[src/rtl/data_wr_sched_if.sv]
// Port bundle between the cache controller / refill engine (master) and the
// data-array port scheduler (slave), including the array-side drive signals.
interface data_wr_sched_if #(
  parameter int INDEX_AW  = 8,
  parameter int OFFSET_AW = 4,
  parameter int DATA_W    = 32
);
  logic                 rd_req_i;
  logic [INDEX_AW-1:0]  rd_index_i;
  logic                 rd_ready_o;
  logic                 rd_valid_o;

  logic                 st_req_i;
  logic [INDEX_AW-1:0]  st_index_i;
  logic [OFFSET_AW-1:0] st_offset_i;
  logic [3:0]           st_wstrb_i;
  logic [DATA_W-1:0]    st_wdata_i;
  logic                 st_ready_o;

  logic                 rf_start_i;
  logic [INDEX_AW-1:0]  rf_index_i;
  logic                 rf_beat_valid_i;
  logic [DATA_W-1:0]    rf_beat_data_i;
  logic                 rf_beat_ready_o;
  logic                 rf_busy_o;
  logic                 rf_done_o;

  logic [INDEX_AW-1:0]  arr_index_o;
  logic [OFFSET_AW-1:0] arr_offset_o;
  logic [3:0]           arr_wr_en_o;
  logic [DATA_W-1:0]    arr_wr_data_o;

  modport master (
    output rd_req_i, rd_index_i,
    output st_req_i, st_index_i, st_offset_i, st_wstrb_i, st_wdata_i,
    output rf_start_i, rf_index_i, rf_beat_valid_i, rf_beat_data_i,
    input  rd_ready_o, rd_valid_o, st_ready_o,
    input  rf_beat_ready_o, rf_busy_o, rf_done_o,
    input  arr_index_o, arr_offset_o, arr_wr_en_o, arr_wr_data_o
  );

  modport slave (
    input  rd_req_i, rd_index_i,
    input  st_req_i, st_index_i, st_offset_i, st_wstrb_i, st_wdata_i,
    input  rf_start_i, rf_index_i, rf_beat_valid_i, rf_beat_data_i,
    output rd_ready_o, rd_valid_o, st_ready_o,
    output rf_beat_ready_o, rf_busy_o, rf_done_o,
    output arr_index_o, arr_offset_o, arr_wr_en_o, arr_wr_data_o
  );
endinterface

[src/rtl/data_wr_sched.sv]
// Single-port data-array scheduler: arbitrates loads, store hits and 4-beat
// line refills onto one byte-masked 32-bit array port per cycle.
module data_wr_sched #(
  parameter int INDEX_AW   = 8,
  parameter int OFFSET_AW  = 4,
  parameter int DATA_W     = 32,
  parameter int STARVE_MAX = 4
) (
  input  logic              clk,
  input  logic              rst,
  data_wr_sched_if.slave    bus
);

  typedef enum logic [1:0] {IDLE, REFILL, DONE} state_e;

  state_e              state;
  logic [1:0]          beat_cnt;
  logic [2:0]          starve_cnt;
  logic [INDEX_AW-1:0] rf_index_q;
  logic                rd_valid_q;

  logic port_free;
  logic st_pri;
  logic rd_grant;
  logic st_grant;
  logic beat_acc;

  // Grants are gated by rst so nothing is granted during a reset cycle,
  // even though state only clears at the edge.
  assign port_free = !rst && (state != REFILL);
  assign st_pri    = (starve_cnt >= 3'(STARVE_MAX));
  assign rd_grant  = port_free && bus.rd_req_i && !(bus.st_req_i && st_pri);
  assign st_grant  = port_free && bus.st_req_i && !rd_grant;
  assign beat_acc  = !rst && (state == REFILL) && bus.rf_beat_valid_i;

  // NOTE: every output gets a default before the branches so no latch is inferred.
  always_comb begin
    bus.rd_ready_o      = rd_grant;
    bus.st_ready_o      = st_grant;
    bus.rf_beat_ready_o = !rst && (state == REFILL);
    bus.rf_busy_o       = !rst && (state == REFILL);
    bus.rf_done_o       = !rst && (state == DONE);
    bus.rd_valid_o      = rd_valid_q;
    bus.arr_index_o     = bus.rd_index_i;
    bus.arr_offset_o    = '0;
    bus.arr_wr_en_o     = 4'b0000;
    bus.arr_wr_data_o   = bus.st_wdata_i;
    if (state == REFILL) begin
      bus.arr_index_o   = rf_index_q;
      bus.arr_offset_o  = OFFSET_AW'({beat_cnt, 2'b00});
      bus.arr_wr_data_o = DATA_W'(bus.rf_beat_data_i);
      if (beat_acc) bus.arr_wr_en_o = 4'b1111;
    end else if (st_grant) begin
      bus.arr_index_o   = bus.st_index_i;
      bus.arr_offset_o  = bus.st_offset_i;
      bus.arr_wr_en_o   = bus.st_wstrb_i;
    end
  end

  // NOTE: state uses non-blocking assignments so every register samples pre-edge values.
  always_ff @(posedge clk) begin
    if (rst) begin
      state      <= IDLE;
      beat_cnt   <= 2'd0;
      starve_cnt <= 3'd0;
      rd_valid_q <= 1'b0;
    end else begin
      rd_valid_q <= rd_grant;
      unique case (state)
        IDLE: begin
          if (bus.rf_start_i) begin
            state      <= REFILL;
            rf_index_q <= bus.rf_index_i;
            beat_cnt   <= 2'd0;
          end
        end
        REFILL: begin
          if (beat_acc) begin
            beat_cnt <= beat_cnt + 2'd1;
            if (beat_cnt == 2'd3) state <= DONE;
          end
        end
        DONE:    state <= IDLE;
        default: state <= IDLE;
      endcase
      // Starvation is only tracked while the port is contestable.
      if (state != REFILL) begin
        if (st_grant || !bus.st_req_i) begin
          starve_cnt <= 3'd0;
        end else if (starve_cnt < 3'(STARVE_MAX)) begin
          starve_cnt <= starve_cnt + 3'd1;
        end
      end
    end
  end

  // NOTE: rf_index_q is a pure datapath register qualified by state, so it has no reset.

endmodule

[src/flat_wrapper.sv]
// flat-port wrapper written by rule: the top's interface ports become plain ports
module data_wr_sched_flat 
#(
  parameter int INDEX_AW   = 8,
  parameter int OFFSET_AW  = 4,
  parameter int DATA_W     = 32,
  parameter int STARVE_MAX = 4
)
  (clk, rst, bus_rd_req_i, bus_rd_index_i, bus_st_req_i, bus_st_index_i, bus_st_offset_i, bus_st_wstrb_i, bus_st_wdata_i, bus_rf_start_i, bus_rf_index_i, bus_rf_beat_valid_i, bus_rf_beat_data_i, bus_rd_ready_o, bus_rd_valid_o, bus_st_ready_o, bus_rf_beat_ready_o, bus_rf_busy_o, bus_rf_done_o, bus_arr_index_o, bus_arr_offset_o, bus_arr_wr_en_o, bus_arr_wr_data_o);
  data_wr_sched_if #(.INDEX_AW(INDEX_AW), .OFFSET_AW(OFFSET_AW), .DATA_W(DATA_W)) bus_i ();
  input  logic clk;
  input  logic rst;
  input wire logic [$bits(bus_i.rd_req_i)-1:0] bus_rd_req_i;
  input wire logic [$bits(bus_i.rd_index_i)-1:0] bus_rd_index_i;
  input wire logic [$bits(bus_i.st_req_i)-1:0] bus_st_req_i;
  input wire logic [$bits(bus_i.st_index_i)-1:0] bus_st_index_i;
  input wire logic [$bits(bus_i.st_offset_i)-1:0] bus_st_offset_i;
  input wire logic [$bits(bus_i.st_wstrb_i)-1:0] bus_st_wstrb_i;
  input wire logic [$bits(bus_i.st_wdata_i)-1:0] bus_st_wdata_i;
  input wire logic [$bits(bus_i.rf_start_i)-1:0] bus_rf_start_i;
  input wire logic [$bits(bus_i.rf_index_i)-1:0] bus_rf_index_i;
  input wire logic [$bits(bus_i.rf_beat_valid_i)-1:0] bus_rf_beat_valid_i;
  input wire logic [$bits(bus_i.rf_beat_data_i)-1:0] bus_rf_beat_data_i;
  output wire logic [$bits(bus_i.rd_ready_o)-1:0] bus_rd_ready_o;
  output wire logic [$bits(bus_i.rd_valid_o)-1:0] bus_rd_valid_o;
  output wire logic [$bits(bus_i.st_ready_o)-1:0] bus_st_ready_o;
  output wire logic [$bits(bus_i.rf_beat_ready_o)-1:0] bus_rf_beat_ready_o;
  output wire logic [$bits(bus_i.rf_busy_o)-1:0] bus_rf_busy_o;
  output wire logic [$bits(bus_i.rf_done_o)-1:0] bus_rf_done_o;
  output wire logic [$bits(bus_i.arr_index_o)-1:0] bus_arr_index_o;
  output wire logic [$bits(bus_i.arr_offset_o)-1:0] bus_arr_offset_o;
  output wire logic [$bits(bus_i.arr_wr_en_o)-1:0] bus_arr_wr_en_o;
  output wire logic [$bits(bus_i.arr_wr_data_o)-1:0] bus_arr_wr_data_o;
  assign bus_i.rd_req_i = bus_rd_req_i;
  assign bus_i.rd_index_i = bus_rd_index_i;
  assign bus_i.st_req_i = bus_st_req_i;
  assign bus_i.st_index_i = bus_st_index_i;
  assign bus_i.st_offset_i = bus_st_offset_i;
  assign bus_i.st_wstrb_i = bus_st_wstrb_i;
  assign bus_i.st_wdata_i = bus_st_wdata_i;
  assign bus_i.rf_start_i = bus_rf_start_i;
  assign bus_i.rf_index_i = bus_rf_index_i;
  assign bus_i.rf_beat_valid_i = bus_rf_beat_valid_i;
  assign bus_i.rf_beat_data_i = bus_rf_beat_data_i;
  assign bus_rd_ready_o = bus_i.rd_ready_o;
  assign bus_rd_valid_o = bus_i.rd_valid_o;
  assign bus_st_ready_o = bus_i.st_ready_o;
  assign bus_rf_beat_ready_o = bus_i.rf_beat_ready_o;
  assign bus_rf_busy_o = bus_i.rf_busy_o;
  assign bus_rf_done_o = bus_i.rf_done_o;
  assign bus_arr_index_o = bus_i.arr_index_o;
  assign bus_arr_offset_o = bus_i.arr_offset_o;
  assign bus_arr_wr_en_o = bus_i.arr_wr_en_o;
  assign bus_arr_wr_data_o = bus_i.arr_wr_data_o;
  data_wr_sched #(.INDEX_AW(INDEX_AW), .OFFSET_AW(OFFSET_AW), .DATA_W(DATA_W), .STARVE_MAX(STARVE_MAX)) u_core (.clk(clk), .rst(rst), .bus(bus_i));
endmodule
[config.mk]
export PLATFORM = sky130hd
export DESIGN_NAME = data_wr_sched_flat
export DESIGN_NICKNAME = d
export VERILOG_FILES = /design/src/rtl/data_wr_sched_if.sv /design/src/rtl/data_wr_sched.sv /design/src/flat_wrapper.sv
export SDC_FILE = /design/constraint.sdc
export NUM_CORES = 1
export LEC_CHECK = 0
export ABC_CLOCK_PERIOD_IN_PS = 2060
export CORE_ASPECT_RATIO = 0.7
export CORE_MARGIN = 8
export CORE_UTILIZATION = 27
export DETAILED_ROUTE_END_ITERATION = 10
export GPL_ROUTABILITY_DRIVEN = 0
export HOLD_SLACK_MARGIN = 0.06
export PLACE_DENSITY = 0.81
export SLEW_MARGIN = 15
export SYNTH_ARGS = -nofsm -noshare
export SYNTH_HDL_FRONTEND = slang
export SYNTH_SLANG_ARGS = --single-unit
[constraint.sdc]
create_clock -name clk -period 2.06 [get_ports clk]
set_input_delay 0.309 -clock clk [delete_from_list [all_inputs] [get_ports clk]]
set_output_delay 0.309 -clock clk [all_outputs]
set_load 0.02 [all_outputs]
== After elaboration in Yosys (flattened, before gate mapping) ==
Index checks and enable logic that the tools add are counted.

* Div/mod/pow operators: 0
* Shift-type cells: 0
* Reduce and logical (&&, ||, !) cells: 21
* Muxes and demuxes: 17
* Magnitude comparators: 2
* Equal/unequal tests: 7
* Bitwise operators: 1
* Add/sub/neg operators: 2
* $mul: 0

{| class="wikitable"
|+ Operators with widths
! cell !! count
|-
| $mux W32 || 1
|-
| $mux W4 || 5
|-
| $mux W8 || 2
|-
| $mux W2 || 5
|-
| $logic_and A1 B1 Y1 || 9
|-
| $reduce_and A3 Y1 || 3
|-
| $pmux W2 S2 || 2
|-
| $mux W3 || 2
|-
| $eq A2 B2 Y1 const B || 2
|-
| $logic_not A1 Y1 || 4
|-
| $ne A2 B1 Y1 const B || 2
|-
| $ne A2 B2 Y1 const B || 2
|-
| $reduce_bool A2 Y1 || 2
|-
| $add A3 B1 Y3 const B || 1
|-
| $ge A3 B3 Y1 const B || 1
|-
| $lt A3 B3 Y1 const B || 1
|-
| $add A2 B1 Y2 const B || 1
|-
| $eq A2 B1 Y1 const B || 1
|-
| $logic_not A2 Y1 || 1
|-
| $reduce_and A2 Y1 || 1
|-
| $logic_or A1 B1 Y1 || 1
|-
| $not A1 Y1 || 1
|}

* Bits in registers: 16
* Output and inout port bits: 54
* Input port bits: 102
* Bits in writable memories: 0
* Bits in read-only memories: 0
* Latch bits: 0
* Memories: 0

== Depth between registers and ports, before layout ==
Gate-level depths: netlist of the first run.

* Depth after elaboration: 9
* Depth in mapped cells: 6
* Gate-level depth less buffers: 3

== Worst setup path before layout of the first run ==
No wires, ideal clock.

* Path type: register -> output
* From: register u_core.state[0]
* To: output bus_rd_ready_o
* Arrival: 1847 ps
* Required time: 1751 ps
* Setup slack: -96 ps
* Cell stages (with the launch flop): 6
* Cells stage by stage: dfxtp_1 -> buf_6 -> nor2b_4 -> buf_6 -> buf_2 -> a2111oi_0

* Cells in the longest elaborated chain, start to end: 4

{| class="wikitable"
|+ RTL lines
! what !! RTL line !! text
|-
| start, declared || data_wr_sched.sv:16 || <nowiki>state_e state;</nowiki>
|-
| start signal, assigned || data_wr_sched.sv:63 || <nowiki>state <= IDLE;</nowiki>
|-
| start signal, assigned || data_wr_sched.sv:72 || <nowiki>state <= REFILL;</nowiki>
|-
| start signal, assigned || data_wr_sched.sv:80 || <nowiki>if (beat_cnt == 2'd3) state <= DONE;</nowiki>
|-
| $ne A2 B1 Y1 || data_wr_sched.sv:30 || <nowiki>assign port_free = !rst && (state != REFILL);</nowiki>
|-
| $logic_and A1 B1 Y1 || data_wr_sched.sv:30 ||
|-
| $logic_and A1 B1 Y1 (2 in a row) || data_wr_sched.sv:32 || <nowiki>assign rd_grant = port_free && bus.rd_req_i && !(bus.st_req_i && st_pri);</nowiki>
|-
| end, declared || flat_wrapper.sv:24 || <nowiki>output wire logic [$bits(bus_i.rd_ready_o)-1:0] bus_rd_ready_o;</nowiki>
|}

No other way between the ends.

== Final worst setup path of the first run ==
* From: register u_core.state[0]
* To: output bus_arr_wr_data_o[28]

* Cells in the longest elaborated chain, start to end: 2

{| class="wikitable"
|+ RTL lines
! what !! RTL line !! text
|-
| $eq A2 B1 Y1 || data_wr_sched.sv:48 || <nowiki>if (state == REFILL) begin</nowiki>
|-
| $mux W32 || data_wr_sched.sv:48 ||
|-
| end, declared || flat_wrapper.sv:33 || <nowiki>output wire logic [$bits(bus_i.arr_wr_data_o)-1:0] bus_arr_wr_data_o;</nowiki>
|}

No other way between the ends.

==> parameters.txt, run 1 <==
Parameter                              Value

Min path
  Worst hold path class    register to register

Critical path
  Critical Path Start Type    register
  Critical path data arrival time    1.60 ns
  Category of the worst setup path capture point    primary output
  CP cell instances    nor2b_4 > buf_8 > nand2_1 > nand2_1 > dlygate4sd2_1
  Critical path's top delay family    buffers and inverters
  Critical Path RT    1.75 ns
  Sum of buffers and inverters on the critical path    2
  Most numerous cell on the critical path    nand2_1
  Highest fanout seen on the critical path    26
  Maximum cell stage delay along the critical path    0.40 ns
  CP max stage cell    dfxtp_1
  Setup Crit Path Kind    register to primary output

Logic synthesis
  Number of different library cells in the post-synthesis netlist    31
  Fraction of the yosys area taken by sequential cells    29.7%
  Post-Syn Instances    ~210
  Post-synthesis cell area    1350 sq um
  Yosys warnings    0
  Register bit count reported by yosys    16
  Mean post-synth cell area    roughly 6.5 sq um
  Synthesized net count    312

Cells and area
  Proportion of layout cells with a drive suffix above 1    13.7%
  Flip-flop and latch area    between 400 and 500 sq um
  Final design area excluding fillers    3090 sq um
  Area growth from synthesis to final layout    129%
  Utilization after layout    between 60% and 70%
  Antenna Cells    0
  Fin nets    about 480
  Area of combinational cells with multiple inputs    886 sq um
  Fillcell total    450

Power
  Maximum VDD drop    255 uV
  Pwr Density    396 nW/um^2
  Power after layout    approximately 0.0012 W
  Leakage power of the design    1.47 nW

Drt
  Final wirelength    6.76 mm
  Vias/cell    4.57
  Number of DRC markers in iteration 0    83
  Detailed-route via count    2012
  Number of remaining DRC errors    0
  Router iterations before antenna repair    4
  Residual antenna-violating net count after detailed routing    0
  Routed wire per std cell    15.4 microns

Floorplanning
  Die boundary width    100 microns
  I/O pin count    156
  Number of cell rows    21
  Core area    4780 sq um
  Initial cell density of the core    28.2%
  Die area    7540 sq um
  Height of the die    75.1 microns

Clock network
  CTS Root Buffer Type    clkbuf_8
  Clock insertion delay at the later pin of the skew report    0.25 ns
  CTS sink count    16
  Number of H-tree levels    1
  CTS tree    done
  Number of CTS-inserted buffers    3
  Setup repair bufs after CTS    0
  Buffer depth of the longest clock path    2
  Clk pin slew, worst setup/hold paths    0.07 ns

Timing
  Final worst path period share    92.5%
  Number of setup violations in the final report    0
  Max frequency    ~520 MHz
  Hold Fails Final Rpt    0
  PnR worst setup slack    0.154 ns
  Time the final worst path needs with I/O delays and setup    1.91 ns
  Tightest hold margin    around 0.48 ns
  Unrepaired setup endpoints after global routing    no
  Slew Limit Headroom    76.7%
  Post-route clock skew    0.00858 ns
  Slew at the pin closest to its max-slew limit    0.341 ns
  Max-slew violation count    0

GRT
  Global-route usage over all layers    16.1%
  Largest net degree at the start of global routing    30
  Global route overflow    0
  Number of global-route vias before repair    1990
  First-pass GRT wire length    9.83 mm
  Number of antenna violations at the first check in global routing    0

Placed design
  Post-Place Cell Area    3110 sq um
  Count of buffers from port buffering    roughly 160
  Post-Place Worst Slack    -0.438 ns
  Detail Placement HPWL    5.70 mm

Flow run
  Maxcap violations    0

Run status
  Run status    finished clean
-- per-layer routing --
layer  up-vias  global-route usage, %  wire length (microns)
met3         8                   4.52                    500
met5         -                      0                      0
met1       898                   18.6                   2780
met2        89                   30.0                   3420
met4         0                   1.83                     63
li1       1017                      -                      -
-- state kept, by name (all words and copies together) (netlist names) --
signal,flops
u_core.starve_cnt,3
u_core.beat_cnt,2
u_core.state,2
u_core.bus.rd_valid_o,1
u_core.rf_index_q,8
-- worst paths after layout --
path	to	depth (start not counted)	slack [ns]	from
hold reg to reg	u_core.starve_cnt[0]	2	0.48	u_core.starve_cnt[0]
hold / removal	u_core.starve_cnt[0]	2	0.48	u_core.starve_cnt[0]
setup / recovery	bus_arr_wr_data_o[28]	5	0.15	u_core.state[0]
setup reg to reg	u_core.rf_index_q[6]	3	0.76	u_core.state[0]
-- kinds of logic after synthesis --
family / share of synthesized area [%]
and+or+nand+nor: 46.7
buffers and inverters: 6.88
DFF: 29.7
adders and majority gates: 1.86
AOI/OAI and AO/OA: 14.8
-- cell usage after synthesis --
master | count | area, sq um
and2_1 | 3 | 18.8
a22o_1 | 1 | 8.76
o21bai_1 | 1 | 7.51
o21ai_1 | 1 | 5.00
nor2b_4 | 1 | 13.8
buf_4 | 1 | 7.51
a21oi_1 | 4 | 20.0
clkbuf_1 | 9 | 33.8
buf_6 | 2 | 22.5
nand4_1 | 2 | 12.5
inv_1 | 1 | 3.75
a21o_1 | 4 | 30.0
a31oi_1 | 9 | 56.3
nor2_1 | 9 | 33.8
nor4b_1 | 1 | 8.76
nor3b_2 | 1 | 12.5
nand3b_1 | 1 | 7.51
edfxtp_1 | 8 | 240
a311oi_1 | 1 | 8.76
dfxtp_1 | 8 | 160
buf_2 | 5 | 25.0
a2111oi_0 | 2 | 17.5
nor4b_4 | 1 | 23.8
nand2_1 | 102 | 383
o21ai_0 | 9 | 45.0
nand2b_1 | 3 | 18.8
nor2b_1 | 3 | 18.8
nand3_1 | 9 | 45.0
nand4b_1 | 2 | 17.5
nor3b_1 | 2 | 15.0
ha_1 | 2 | 25.0
-- layout make-up --
class	instances	area share [%]
Timing Repair Buffer	176	54.0
Multi-Input combinational cell	174	28.7
Sequential cell	16	13.0
Tap cell	69	2.79
Clock buffer	3	1.34
Clock inverter	1	0.122
Inverter	1	0.122
-- power breakdown --
group          internal (W)  switching [W]
Sequential         0.000346     0.00000588
Combinational      0.000337       0.000294
Clock              0.000132       0.000107
-- worst register-to-register path, stage by stage, from the launching register on --
cell,delay [ns]
dfxtp_1,0.35
buf_4,0.17
nor4b_2,0.28
buf_4,0.21
-- cells in the final DEF (no fill, tap or decap), drive strengths merged, types with 2 or more instances in the layout --
cell           instances
nand2                102
clkdlybuf4s50         99
dlygate4sd2           35
buf                   35
o21ai                 10
nand3                  9
nor2                   9
a31oi                  9
dfxtp                  8
edfxtp                 8
clkbuf                 5
a21o                   4
a21oi                  4
nor2b                  4
dlymetal6s2s           3
and2                   3
nor3b                  3
nand2b                 3
nand4b                 2
nand4                  2
ha                     2
clkdlybuf4s15          2
a2111oi                2
nor4b                  2
-- stage by stage --
| stage | cells | setup TNS (ns) |
|---|---|---|
| finish | 440 | 0 |
| global route | 440 | 0 |
| CTS | 439 | -0.0773 |
| detailed placement | 435 | -7.03 |
| global placement | 435 | -6.22 |
| floorplan | 208 | 0 |
-- what timing repair did --
item                       in CTS  in global routing
pin swaps                       0                  1
setup endpoints to repair      52                 15
gates cloned                    0                  1
gates resized for setup       111                 19
hold buffers                    0                  0
Power figures use the tool's default switching activity.
==> run 2: changes to the inputs <==
--- a/config.mk
+++ b/config.mk
@@ -12,7 +12,7 @@
 export DETAILED_ROUTE_END_ITERATION = 10
 export GPL_ROUTABILITY_DRIVEN = 0
 export HOLD_SLACK_MARGIN = 0.06
-export PLACE_DENSITY = 0.81
+export PLACE_DENSITY = 0.8
 export SLEW_MARGIN = 15
 export SYNTH_ARGS = -nofsm -noshare
 export SYNTH_HDL_FRONTEND = slang
==> run 2 against run 1 <==
Against the previous run:
- sequential cell count stayed put
- largest cell class unchanged
- non-clock buffer count is 3 lower
- critical path depth rose by 1
- clock skew down 0.0063 ns
- routed wire length fell by 5.1%
- count of clock-buffer cells in the layout is the same
- register-to-register slack improved by 0.02 ns
- clock power fell by 5%
- die area is the same
==> parameters.txt, run 2 (synthesis gave the netlist of run 1 again) <==
Parameter                              Value

Floorplanning
  Height of the die    ~75 microns
  Initial cell density of the core    around 28%
  I/O pin count    156
  Die boundary width    roughly 100 microns
  Number of cell rows    21
  Die area    7540 sq um
  Core area    4780 sq um

Drt
  Number of remaining DRC errors    0
  Routed wire per std cell    14.7 microns
  Detailed-route via count    roughly 2000
  Vias/cell    4.47
  Number of DRC markers in iteration 0    68
  Final wirelength    ~6.4 mm
  Residual antenna-violating net count after detailed routing    0
  Router iterations before antenna repair    4

Clock network
  CTS Root Buffer Type    clkbuf_8
  Number of CTS-inserted buffers    3
  Hold buffers post-CTS    0
  CTS sink count    16
  Number of H-tree levels    1
  Clock insertion delay at the later pin of the skew report    0.24 ns
  Clk pin slew, worst setup/hold paths    roughly 0.06 ns
  Buffer depth of the longest clock path    2
  CTS tree    done

Timing
  Time the final worst path needs with I/O delays and setup    between 1.5 and 2 ns
  Post-route clock skew    0.00228 ns
  Max frequency    501 MHz
  Slew Limit Headroom    between 70% and 80%
  Tightest hold margin    0.462 ns
  Final worst path period share    97.0%
  Max-slew violation count    0
  Number of setup violations in the final report    0
  Slew at the pin closest to its max-slew limit    0.314 ns
  Hold Fails Final Rpt    0
  Unrepaired setup endpoints after global routing    no
  Setup TNS Final    0 ns

Critical path
  Highest fanout seen on the critical path    9
  Reg-to-reg critical path startpoint    u_core.state[0]
  Setup Crit Path Kind    input port to primary output
  Category of the worst setup path capture point    primary output
  Count of cells along the worst register-to-register path    3
  Worst reg2reg setup slack    0.78 ns
  Reg2reg end    u_core.rf_index_q[4]
  Critical Path Start Type    input port
  Critical Path RT    1.75 ns
  Critical path data arrival time    roughly 1.7 ns

Cells and area
  Top reg by flops    u_core.rf_index_q
  Leading cell types in the layout, fill and taps excluded    nand2_1 (102), clkdlybuf4s50_1 (100), dlygate4sd2_1 (36)
  Largest register FFs    8
  Area growth from synthesis to final layout    126%
  Utilization after layout    63.8%
  Final design area excluding fillers    3050 sq um
  Most frequent standard cell in the layout excluding fill and tap cells    nand2_1
  Leading registers by flop count    u_core.rf_index_q x8, u_core.starve_cnt x3
  Antenna Cells    0
  Fin nets    473
  Proportion of layout cells with a drive suffix above 1    12.0%

Power
  Combinational share of power    51.8%
  Leakage power of the design    1.43 nW
  Share of power burned in the clock network    about a fifth
  Maximum VDD drop    363 uV
  Pwr Density    394 nW/um^2
  Switching fraction of total power    32.6%
  Internal power summed over all cells    0.000809 W
  Sw Pwr    between 0.0003 and 0.0004 W
  Proportion of power drawn by flip-flops and latches    around 30%
  Power after layout    0.00120 W

Flow run
  Maxcap violations    0

GRT
  Number of global-route vias before repair    ~1900
  Global-route usage over all layers    between 10% and 20%
  Largest net degree at the start of global routing    41
  First-pass GRT wire length    9.48 mm
  Number of antenna violations at the first check in global routing    0
  Global route overflow    0

Min path
  Worst hold path class    register to register
  Hold-critical path endpoint    u_core.starve_cnt[1]
  Worst Min Path Start    u_core.starve_cnt[1]
  Number of instances on the worst hold path    2

Placed design
  Detail Placement HPWL    5.34 mm
  Count of buffers from port buffering    around 160
  Post-Place Cell Area    3080 sq um

Run status
  Run status    finished clean
[run 2: layout make-up]
cell class	instances	area (sq um)
fill	435	1730
timing repair buffer	173	1650
multi-input combinational	174	871
sequential	16	400
tap	69	86.3
clock buffer	3	41.3
inverter	1	3.75
[run 2: worst max path at each step]
stage	end	slack, ns	cells after the start	startpoint
2_1_floorplan	bus_rd_ready_o	0.16	5	u_core.state[0]
3_3_place_gp	bus_arr_offset_o[3]	-0.39	7	bus_rd_req_i
3_5_place_dp	bus_arr_index_o[5]	-0.43	5	rst
4_1_cts	bus_rd_ready_o	0.01	4	rst
5_1_grt	bus_arr_index_o[7]	0.01	6	bus_st_req_i
6_report	bus_arr_index_o[1]	0.06	6	bus_st_req_i
[run 2: critical path, stage by stage]
cell             delay (ns)
clkdlybuf4s50_1        0.50
nor2b_1                0.14
buf_4                  0.18
nand3_1                0.09
a31oi_1                0.17
clkdlybuf4s15_2        0.29
[run 2: power by group through the flow]
stage	combinational (W)	sequential (W)	clock [W]
CTS	0.000630	0.000352	0.000233
detailed placement	0.000686	0.000358	0
global route	0.000670	0.000353	0.000244
floorplan	0.000265	0.000358	0
finish	0.000622	0.000352	0.000227
global placement	0.000680	0.000358	0
[run 2: timing repair]
action / CTS / global route
setup endpoints to repair: 53 / 8
buffers inserted: 1 / 0
resized for setup: 111 / 3
[run 2: routing by layer]
layer	up-vias	part of all wire [%]	track usage, %
li1	1011	-	-
met1	850	40	18.0
met2	86	51	29.1
met3	2	8.1	4.43
met4	0	0.30	1.00
met5	-	0	0
[run 2: per-stage QoR]
stage,setup slack [ns],cells
floorplan,0.162,208
global placement,-0.386,432
detailed placement,-0.433,432
CTS,0.00999,436
global route,0.00989,436
finish,0.0620,436
==> run 3: changes to the inputs <==
--- a/config.mk
+++ b/config.mk
@@ -7,10 +7,10 @@
 export LEC_CHECK = 0
 export ABC_CLOCK_PERIOD_IN_PS = 2060
 export CORE_ASPECT_RATIO = 0.7
-export CORE_MARGIN = 8
 export CORE_UTILIZATION = 27
 export DETAILED_ROUTE_END_ITERATION = 10
 export GPL_ROUTABILITY_DRIVEN = 0
+export GPL_TIMING_DRIVEN = 0
 export HOLD_SLACK_MARGIN = 0.06
 export PLACE_DENSITY = 0.8
 export SLEW_MARGIN = 15
==> run 3 against run 2 <==
Against the previous run:
- hold slack better by 0.0024 ns
- sequential share of layout area is 0.57 points higher
- non-clock buffer count did not move
- register-to-register slack got worse by 0.04 ns
- sequential power hardly changed
- routed wire length shrank 13%
- die area is 30% lower
- fmax decreased by 1.1%
- global-route usage rose by 3.6 points
- total power rose by 3.2%
- critical path type unchanged
- critical endpoint is now bus_arr_offset_o[2]
- largest cell class unchanged
==> parameters.txt, run 3 (synthesis gave the netlist of run 1 again) <==
Parameter                              Value

Timing
  Unrepaired setup endpoints after global routing    yes
  Max frequency    495 MHz
  Time the final worst path needs with I/O delays and setup    2.02 ns
  PnR worst setup slack    just under 0.04 ns
  Slew Limit Headroom    72.6%
  Post-route clock skew    between 0.005 and 0.006 ns
  Hold Fails Final Rpt    0
  Slew at the pin closest to its max-slew limit    0.411 ns
  Max-slew violation count    0
  Final worst path period share    98.1%
  Number of setup violations in the final report    0

Critical path
  Setup Crit Path Kind    input port to primary output
  Highest fanout seen on the critical path    9
  Critical path data arrival time    between 1.5 and 2 ns
  Category of the worst setup path capture point    primary output
  Critical Path RT    1.75 ns
  Worst reg2reg setup slack    0.74 ns
  Critical Path Start Type    input port

Cells and area
  Proportion of layout cells with a drive suffix above 1    15.8%
  Antenna Cells    0
  Area growth from synthesis to final layout    118%
  Largest register FFs    8
  Most frequent standard cell in the layout excluding fill and tap cells    nand2_1
  Leading cell types in the layout, fill and taps excluded    nand2_1 (102), clkdlybuf4s50_1 (101), dlygate4sd2_1 (21)
  Post-route non-filler standard cell count    ~440
  Fin nets    473
  Leading registers by flop count    u_core.rf_index_q x8, u_core.starve_cnt x3
  Top reg by flops    u_core.rf_index_q

Power
  Sw Pwr    0.000408 W
  Internal power summed over all cells    0.000830 W
  Proportion of power drawn by flip-flops and latches    28.3%
  Pwr Density    422 nW/um^2
  Switching fraction of total power    between 30% and 40%
  Leakage power of the design    1.39 nW
  Combinational share of power    roughly half
  Share of power burned in the clock network    23.1%
  Maximum VDD drop    350 uV

Placed design
  Placed cells    433
  Count of buffers from port buffering    roughly 160
  Post-Place Worst Slack    -0.785 ns
  Detail Placement HPWL    4.52 mm

Clock network
  Number of CTS-inserted buffers    3
  CTS sink count    16
  Clock insertion delay at the later pin of the skew report    0.26 ns
  Buffer depth of the longest clock path    2
  Number of H-tree levels    1
  CTS tree    done
  Clk pin slew, worst setup/hold paths    approximately 0.070 ns
  CTS Root Buffer Type    clkbuf_8

Drt
  Number of remaining DRC errors    0
  Number of DRC markers in iteration 0    49
  Router iterations before antenna repair    4
  Final wirelength    5.60 mm
  Residual antenna-violating net count after detailed routing    0
  Detailed-route via count    1977
  Vias/cell    4.52
  Routed wire per std cell    roughly 13 microns

GRT
  Global route overflow    0
  Number of global-route vias before repair    1673
  Global-route usage over all layers    a little under a fifth
  Number of antenna violations at the first check in global routing    0
  Largest net degree at the start of global routing    11
  First-pass GRT wire length    approximately 7.8 mm

Run status
  Run status    finished clean

Floorplanning
  Core area    4780 sq um
  I/O pin count    156
  Die area    5280 sq um
  Die boundary width    86.4 microns
  Number of cell rows    21
  Initial cell density of the core    between 20% and 30%
  Height of the die    between 60 and 70 microns

Flow run
  Maxcap violations    0

Min path
  Worst hold path class    register to register
run 3: critical path, cell delays in order:
cell and delay [ns]:
clkdlybuf4s50_1 0.44, nand2b_1 0.33, nand3_1 0.13, o21ai_1 0.15
dlygate4sd2_1 0.35
run 3: cell type report:
| type | count | area (sq um) |
|---|---|---|
| plain buffers | 16 | 124 |
| flip-flops and latches | 16 | 402 |
| repair buffers | 157 | 1390 |
| well taps | 69 | 86.3 |
| multi-input cells | 174 | 868 |
| clock buffers | 4 | 55.1 |
| fillers | 481 | 1850 |
| inverters | 1 | 3.75 |
run 3: path summary, 6_finish.rpt:
kind | depth (start not counted) | startpoint | end
worst max-delay path | 5 | bus_rd_req_i | bus_arr_offset_o[2]
worst min register to register | 2 | u_core.starve_cnt[1] | u_core.starve_cnt[1]
worst min-delay path | 2 | u_core.starve_cnt[1] | u_core.starve_cnt[1]
worst max register to register | 3 | u_core.state[0] | u_core.rf_index_q[6]
run 3: what timing repair did:
| action | in CTS | in global routing |
|---|---|---|
| buffers inserted | 1 | 0 |
| setup endpoints to repair | 53 | 40 |
| pin swaps | 1 | 2 |
| hold buffers | 0 | 0 |
| resized for setup | 113 | 52 |
| hold endpoints to repair | 0 | 0 |
run 3: power by group through the flow:
stage	Clock (W)	Sequential [W]	Combinational, W
floorplan	0	0.000358	0.000265
global placement	0	0.000357	0.000654
detailed placement	0	0.000358	0.000661
CTS	0.000293	0.000351	0.000614
global route	0.000302	0.000351	0.000651
finish	0.000286	0.000351	0.000601
run 3: per-stage QoR:
| stage | area (sq um) | hold slack, ns | power, W | util, % | setup TNS (ns) |
|---|---|---|---|---|---|
| final | 2930 | 0.465 | 0.00124 | 61.3 | 0 |
| after global routing | 2930 | 0.492 | 0.00130 | 61.3 | -0.0572 |
| after CTS | 3040 | 0.466 | 0.00126 | 63.6 | -0.0929 |
| after detailed placement | 3000 | 0.456 | 0.00102 | 62.7 | -15.88 |
| after global placement | 2990 | 0.447 | 0.00101 | 62.4 | -22.39 |
| after floorplan | 1350 | 0.399 | 0.000623 | - | 0 |
run 3: layer usage:
metal / GRT usage (%) / routed length (microns) / up-vias
met5: 0 / 0 / -
met4: 2.86 / 19 / 0
met3: 4.42 / 408 / 3
met2: 34.5 / 2720 / 72
met1: 24.4 / 2450 / 891
li1: - / - / 1011
